==> src/rtl/morse_keyer.sv <==
// rtl/morse_keyer.sv - character code to ITU Morse key timing with unit strobe
module morse_keyer #(
    parameter int UNIT_CYCLES = 5000000
) (
    input  logic       CLK,
    input  logic       RST,
    input  logic       start,
    input  logic [5:0] char_code,
    output logic       key,
    output logic       busy,
    output logic       unit_tick,
    output logic       done,
    output logic       err
);

    localparam int PW = (UNIT_CYCLES > 1) ? $clog2(UNIT_CYCLES) : 1;

    typedef enum logic [1:0] {
        IDLE,
        MARK,
        GAP,
        CGAP
    } state_t;

    state_t        state_q, state_d;
    logic [PW-1:0] presc_q, presc_d;
    logic [2:0]    idx_q, idx_d;
    logic [1:0]    unit_q, unit_d;
    logic [5:0]    code_q, code_d;
    logic          done_q, done_d;
    logic          err_q, err_d;

    logic [7:0]    lut;
    logic [2:0]    len;
    logic [4:0]    pat;
    logic          tick;
    logic          elem_dash;
    logic          mark_last;

    // Morse table: {length, pattern}, pattern bit i set means element i is a dash
    always_comb begin
        lut = {3'd1, 5'b00000};
        case (code_q)
            6'd0:  lut = {3'd2, 5'b00010};
            6'd1:  lut = {3'd4, 5'b00001};
            6'd2:  lut = {3'd4, 5'b00101};
            6'd3:  lut = {3'd3, 5'b00001};
            6'd4:  lut = {3'd1, 5'b00000};
            6'd5:  lut = {3'd4, 5'b00100};
            6'd6:  lut = {3'd3, 5'b00011};
            6'd7:  lut = {3'd4, 5'b00000};
            6'd8:  lut = {3'd2, 5'b00000};
            6'd9:  lut = {3'd4, 5'b01110};
            6'd10: lut = {3'd3, 5'b00101};
            6'd11: lut = {3'd4, 5'b00010};
            6'd12: lut = {3'd2, 5'b00011};
            6'd13: lut = {3'd2, 5'b00001};
            6'd14: lut = {3'd3, 5'b00111};
            6'd15: lut = {3'd4, 5'b00110};
            6'd16: lut = {3'd4, 5'b01011};
            6'd17: lut = {3'd3, 5'b00010};
            6'd18: lut = {3'd3, 5'b00000};
            6'd19: lut = {3'd1, 5'b00001};
            6'd20: lut = {3'd3, 5'b00100};
            6'd21: lut = {3'd4, 5'b01000};
            6'd22: lut = {3'd3, 5'b00110};
            6'd23: lut = {3'd4, 5'b01001};
            6'd24: lut = {3'd4, 5'b01101};
            6'd25: lut = {3'd4, 5'b00011};
            6'd26: lut = {3'd5, 5'b11111};
            6'd27: lut = {3'd5, 5'b11110};
            6'd28: lut = {3'd5, 5'b11100};
            6'd29: lut = {3'd5, 5'b11000};
            6'd30: lut = {3'd5, 5'b10000};
            6'd31: lut = {3'd5, 5'b00000};
            6'd32: lut = {3'd5, 5'b00001};
            6'd33: lut = {3'd5, 5'b00011};
            6'd34: lut = {3'd5, 5'b00111};
            6'd35: lut = {3'd5, 5'b01111};
            default: lut = {3'd1, 5'b00000};
        endcase
    end

    assign len       = lut[7:5];
    assign pat       = lut[4:0];
    assign tick      = (state_q != IDLE) && (presc_q == PW'(UNIT_CYCLES - 1));
    assign elem_dash = pat[idx_q];
    assign mark_last = elem_dash ? (unit_q == 2'd2) : (unit_q == 2'd0);

    // Next-state logic: element sequencing, unit counting inside marks/gaps, handshake pulses
    always_comb begin
        state_d = state_q;
        presc_d = presc_q;
        idx_d   = idx_q;
        unit_d  = unit_q;
        code_d  = code_q;
        done_d  = 1'b0;
        err_d   = 1'b0;
        if (state_q == IDLE) begin
            presc_d = '0;
            idx_d   = 3'd0;
            unit_d  = 2'd0;
        end else begin
            presc_d = tick ? '0 : presc_q + PW'(1);
        end
        case (state_q)
            IDLE: begin
                if (start) begin
                    if (char_code <= 6'd35) begin
                        code_d  = char_code;
                        state_d = MARK;
                    end else begin
                        err_d = 1'b1;
                    end
                end
            end
            MARK: begin
                if (tick) begin
                    if (mark_last) begin
                        unit_d  = 2'd0;
                        state_d = (idx_q == len - 3'd1) ? CGAP : GAP;
                    end else begin
                        unit_d = unit_q + 2'd1;
                    end
                end
            end
            GAP: begin
                if (tick) begin
                    idx_d   = idx_q + 3'd1;
                    state_d = MARK;
                end
            end
            CGAP: begin
                if (tick) begin
                    if (unit_q == 2'd2) begin
                        unit_d  = 2'd0;
                        state_d = IDLE;
                        done_d  = 1'b1;
                    end else begin
                        unit_d = unit_q + 2'd1;
                    end
                end
            end
            default: state_d = IDLE;
        endcase
    end

    // State register with synchronous reset that aborts any character in flight
    always_ff @(posedge CLK) begin
        if (RST) begin
            state_q <= IDLE;
            presc_q <= '0;
            idx_q   <= 3'd0;
            unit_q  <= 2'd0;
            code_q  <= 6'd0;
            done_q  <= 1'b0;
            err_q   <= 1'b0;
        end else begin
            state_q <= state_d;
            presc_q <= presc_d;
            idx_q   <= idx_d;
            unit_q  <= unit_d;
            code_q  <= code_d;
            done_q  <= done_d;
            err_q   <= err_d;
        end
    end

    assign key       = (state_q == MARK);
    assign busy      = (state_q != IDLE);
    assign unit_tick = tick;
    assign done      = done_q;
    assign err       = err_q;

endmodule

==> config.mk <==
export PLATFORM = sky130hd
export DESIGN_NAME = morse_keyer
export DESIGN_NICKNAME = d
export VERILOG_FILES = /design/src/rtl/morse_keyer.sv
export SDC_FILE = /design/constraint.sdc
export NUM_CORES = 1
export LEC_CHECK = 0
export CORE_ASPECT_RATIO = 1.75
export CORE_MARGIN = 3
export CORE_UTILIZATION = 45
export DETAILED_ROUTE_END_ITERATION = 8
export GPL_ROUTABILITY_DRIVEN = 0
export HOLD_SLACK_MARGIN = 0.15
export PLACE_DENSITY_LB_ADDON = 0.3
export SLEW_MARGIN = 20
export SYNTH_ARGS = -nofsm -noshare
export SYNTH_HDL_FRONTEND = slang
export SYNTH_SLANG_ARGS = --single-unit
==> constraint.sdc <==
create_clock -name CLK -period 2.4 [get_ports CLK]
set_input_delay 0.48 -clock CLK [delete_from_list [all_inputs] [get_ports CLK]]
set_output_delay 0.48 -clock CLK [all_outputs]
set_load 0.01 [all_outputs]
==> flow_summary.yaml, run 1 <==
synth:
  synth_edf_count: 0
  synthCells: 325
  avgSynthCellArea_um2: 8.36
  synth_area_leaders: "dfxtp_1 (34%), nor2_1 (6.6%), ha_1 (5.5%), nand2_1 (3.9%), xnor2_1 (3.9%)"
  synthFlopType: "dfxtp_1"
  yosysTopAreaCellShare: 0.339
  ys_warn_count: 0
  synth-seq-area-share: 0.339
  syn_nets: 346
  yosys.cell_types.count: 66
  synth_area_um2: 2720
  ys_ff_latch: 46
  yosysTopAreaCell: "dfxtp_1"
  async_flop_share: 0
timing:
  fin_ws_ns: 0.0577
  fin_setup_tns_ns: 0
  rsz0062_at_grt: "true"
  max_freq_mhz: 427
  slew_headroom: 0.658
  whs_ns: 0.508
  clock_skew_ns: 0.00488
  setup_viol: 0
  final_max_slew_viol_count: 0
  period_minus_slack_ns: 2.34
  tightest_slew_ns: 0.507
  timing.final.crit_share: 0.976
  hold_viol_final: 0
cts:
  cts_tree: "yes"
  clk_latency_ns: 0.30
  path_clk_slew_ns: 0.09
  clock_path_buffers: 2
  htreeDepth: 2
  cts_buffers: 5
  cts_root_buf: "clkbuf_8"
  clkSinkCount: 46
die:
  rows: 36
  dieWidth_um: 64.7
  coreArea_um2: 5720
  pin_count: 14
  start_util: 0.475
  die_h_um: 109
  die-area_um2: 7040
final_layout:
  fin_area_um2: 3560
  fin_util: 0.623
  fin_nets: 420
  syn2layout_area_growth_pct: 31.1
  final_common_cell: "buf_4"
  diodes: 0
  layout_common_cells: "buf_4 (65), nor2_1 (45), dfxtp_1 (43)"
  layout-drive-gt1-share: 0.280
  fin_cells: 476
placed_design:
  post-place-cells: 467
  dpl-instance-area_um2: 3380
  hpwl_mm: 5.44
  pre_cts_slack_ns: -0.540
  io_buffers: 13
worst_setup_path:
  rr_startpoint: "state_q[1]"
  critPathRequiredTime_ns: 2.60
  critPathKind: "in -> reg"
  crit_path_end_kind: "register"
  startpoint: "char_code[2]"
  start_kind: "input port"
  cp.arrival_ns: 2.54
  path_max_fanout: 4
routing:
  route.met3.wl_um: 210
  dr.first_iter.drc_count: 93
  vias: 2620
  maxUsedRoutingLayer: "met4"
  wire_per_inst_um: 14.8
  wl_met1_mm: 2.50
  dr.pass1.iters: 4
  route.met2.wl_mm: 3.96
  drtAntennaViolNets: 0
  drc: 0
  routed_via_density: 5.50
  totalWireLength_mm: 7.03
global_routing:
  groute.usage.overall: 0.212
  grt_first_pass_wirelength_mm: 11.7
  grt_pass1_vias: 2592
  grt_antenna_before_repair: 0
  grt_max_degree: 22
  grt_overflow_total: 0
job:
  drv_cap: 0
hold_path:
  min_from: "presc_q[0]"
  hp-class: "reg -> reg"
power_and_ir_drop:
  p_per_area_nw_per_um2: 501
  p_leak_nw: 1.38
  peakVddDrop_mv: 0.415
  p_total_mw: 1.79
outcome:
  status: "completed"
-- power by group --
group / total [mW] / internal [mW] / switching [mW]
Combinational: 0.383 / 0.187 / 0.196
Clock: 0.591 / 0.312 / 0.278
Sequential: 0.811 / 0.794 / 0.0173
Total: 1.79 / 1.29 / 0.492
-- Yosys cell counts, types with 2 or more instances --
master and n:
nor2_1 48, dfxtp_1 46, nand2_1 28, o21ai_0 20, a21oi_1 14, inv_1 14
ha_1 12, xnor2_1 12, xor2_1 12, nand4_1 9, and3_1 7, nand3_1 7
buf_2 6, nor3_1 6, a31oi_1 5, a21o_1 4, mux2i_1 4, nand3b_1 4
a211oi_1 3, a22oi_1 3, buf_6 3, clkbuf_1 3, o21a_1 3, o221ai_1 3
and2_1 2, and2_2 2, and4_1 2, mux2_2 2, nor3b_1 2, nor4b_1 2
o31ai_1 2
-- routing by layer --
layer / GRT usage / vias up
li1: - / 1302
met1: 0.204 / 1225
met2: 0.410 / 65
met3: 0.0258 / 28
met4: 0.133 / 0
met5: 0 / -
-- sequential cells by signal, indices dropped and copies added, names as in the netlist --
name     cells
code_q       6
done         1
err          1
idx_q        3
lut          8
presc_q     23
state_q      2
unit_q       2
-- path summary, 6_finish.rpt --
kind                      to  slack (ns)  cells after the start
hold / removal    presc_q[0]        0.51                      2
setup reg to reg      lut[6]        0.11                      9
hold reg to reg   presc_q[0]        0.51                      2
setup / recovery      lut[6]        0.06                     11
-- critical path, stage by stage --
cell and delay [ns]:
dlygate4sd2_1 0.27, buf_4 0.14, o31a_1 0.26, o21ai_2 0.18, buf_4 0.14, a21oi_4 0.06, buf_4 0.15, buf_12 0.12
ha_4 0.25, a2bb2o_2 0.28, a32o_1 0.21
-- logic make-up after synthesis --
family,after synthesis,synth area share
AOI/OAI and AO/OA,73,0.186
xor gates and xnor gates,24,0.0773
adders and majority gates,12,0.0552
buffers and inverters,27,0.0520
DFF,46,0.339
muxes,7,0.0285
and+or+nand+nor,136,0.262
-- timing repair --
item,4_1_cts,5_1_grt
setup endpoints to repair,8,6
hold buffers,0,0
gates cloned,0,0
setup buffers,0,1
resized for setup,21,7
pin swaps,2,7
-- cell type report --
type	count	area, um^2
Timing Repair Buffer	80	638
Inverter	14	52.6
Clock inverter	3	43.8
Tap cell	76	95.1
Multi-Input combinational cell	252	1740
Fill cell	498	2160
Sequential cell	46	925
Clock buffer	5	68.8
No activity file was read; power rests on OpenSTA's default activity.
==> inputs of run 2 (changes only) <==
Settings changed: CORE_UTILIZATION 45 to 38.
==> flow_summary.yaml, run 2 (same netlist as run 1, synthesis figures left out) <==
outcome:
  status: "completed"
timing:
  rsz0062_at_grt: "false"
  final_max_slew_viol_count: 0
  period_minus_slack_ns: 2.32
  fin_ws_ns: 0.0751
  setup_viol: 0
  timing.final.crit_share: 0.969
  hold_viol_final: 0
  slew_headroom: 0.680
  tightest_slew_ns: 0.476
  max_freq_mhz: 430
  clock_skew_ns: 0.00401
global_routing:
  grtUsageMet1: 0.173
  grt_overflow_total: 0
  grt_first_pass_wirelength_mm: 11.8
  grt_max_degree: 22
  groute.usage.overall: 0.176
  grt_busiest_layer: "met2"
  met3_usage: 0.0248
  grt_antenna_before_repair: 0
  grt_pass1_vias: 2596
  grt_util_met2: 0.342
routing:
  drc: 0
  dr.first_iter.drc_count: 114
  totalWireLength_mm: 7.07
  vias: 2585
  wire_per_inst_um: 14.9
  dr.pass1.iters: 4
  routed_via_density: 5.43
  drtAntennaViolNets: 0
die:
  rows: 40
  pin_count: 14
  die_h_um: 118
  start_util: 0.393
  dieWidth_um: 69.9
  die-area_um2: 8240
  coreArea_um2: 6910
final_layout:
  layout_common_cells: "buf_4 (57), nor2_1 (47), dfxtp_1 (43)"
  layout-drive-gt1-share: 0.258
  regArea_um2: 925
  final_common_cell: "buf_4"
  fin_util: 0.510
  fin_area_um2: 3520
  fillers: 670
  syn2layout_area_growth_pct: 29.6
  top_register: "presc_q"
  diodes: 0
  fin_nets: 413
  largest_reg_flops: 23
  multiInputGateArea_um2: 1720
worst_setup_path:
  cp.arrival_ns: 2.50
  critPathRequiredTime_ns: 2.57
  path_cells: "dlygate4sd2_1 > o31ai_4 > nand2_2 > mux2_4 > and2_4 > buf_6 > ha_4 > a2bb2o_1 > a32o_1"
  rr_startpoint: "presc_q[6]"
  crit_slowest_cell: "mux2_4"
  r2r_end: "state_q[1]"
  path_max_fanout: 7
  critPathKind: "in -> reg"
  reg2reg_slack_ns: 0.17
  reg2reg_depth: 6
  start_kind: "input port"
  crit_path_end_kind: "register"
  slowest_delay_ns: 0.31
placed_design:
  dpl-instance-area_um2: 3320
  io_buffers: 13
  pre_cts_slack_ns: -0.485
  hpwl_mm: 5.44
job:
  drv_cap: 0
power_and_ir_drop:
  peakVddDrop_mv: 0.270
  p_leak_nw: 1.35
  p_per_area_nw_per_um2: 518
hold_path:
  holdPathEnd: "presc_q[21]"
  min_from: "presc_q[21]"
  holdPathStages: 2
  hp-class: "reg -> reg"
cts:
  cts_tree: "yes"
  clkSinkCount: 46
  ctsHoldBuffers: 0
  clock_path_buffers: 2
  htreeDepth: 2
  path_clk_slew_ns: 0.06
  clk_latency_ns: 0.28
  cts_buffers: 5
  cts_root_buf: "clkbuf_16"
-- run 2: cell count changes in the layout (fill, tap and decap cells not counted), sizes merged --
cell / change
inv: -1
clkinv: +1
dlygate4sd2: -1
clkdlybuf4s15: +1
buf: -7
bufinv: -1
-- run 2: layout make-up --
| type | instances | share of cell area |
|---|---|---|
| clock inverters | 2 | 0.00284 |
| well taps | 84 | 0.0298 |
| inverters | 14 | 0.0149 |
| multi-input cells | 252 | 0.489 |
| clock buffers | 5 | 0.0355 |
| flip-flops and latches | 46 | 0.263 |
| repair buffers | 73 | 0.165 |
-- run 2: critical path, delay by kind of cell --
| family | cells | cell delay [ns] |
|---|---|---|
| compound gates | 3 | 0.78 |
| buf+inv | 2 | 0.41 |
| fa+ha+maj | 1 | 0.26 |
| simple gates | 2 | 0.26 |
| mux | 1 | 0.31 |
-- run 2: where the power goes --
group          switching (mW)  leakage, nW  internal (mW)  total, mW
registers              0.0155        0.375          0.795      0.810
clock network           0.275       0.0694          0.376      0.651
logic                   0.186        0.908          0.176      0.362
total                   0.477         1.35           1.35       1.82
-- run 2: metrics by stage --
stage | TNS, ns | total power, mW | hold slack [ns] | cells
2_1_floorplan | 0 | 1.04 | 0.430 | 325
3_3_place_gp | -3.13 | 1.17 | 0.488 | 467
3_5_place_dp | -3.18 | 1.18 | 0.493 | 467
4_1_cts | -0.0284 | 1.83 | 0.501 | 475
5_1_grt | 0 | 1.91 | 0.514 | 476
6_report | 0 | 1.82 | 0.498 | 476
-- run 2: what timing repair did --
action / CTS / global route
resized for setup: 16 / 11
pin swaps: 1 / 9
gates cloned: 0 / 0
setup buffers: 1 / 1
setup endpoints to repair: 8 / 5
-- run 2: worst max-delay path by stage --
stage | startpoint | endpoint | depth (start not counted)
2_1_floorplan | char_code[2] | lut[2] | 9
3_3_place_gp | char_code[2] | lut[1] | 11
3_5_place_dp | char_code[2] | lut[6] | 9
4_1_cts | presc_q[1] | unit_tick | 6
5_1_grt | char_code[2] | lut[2] | 12
6_report | char_code[2] | lut[6] | 9
-- run 2: per-layer routing --
layer	routed length, um	share of wire
met4	211	0.030
met2	4140	0.59
met1	2550	0.36
met5	0	0
met3	173	0.024
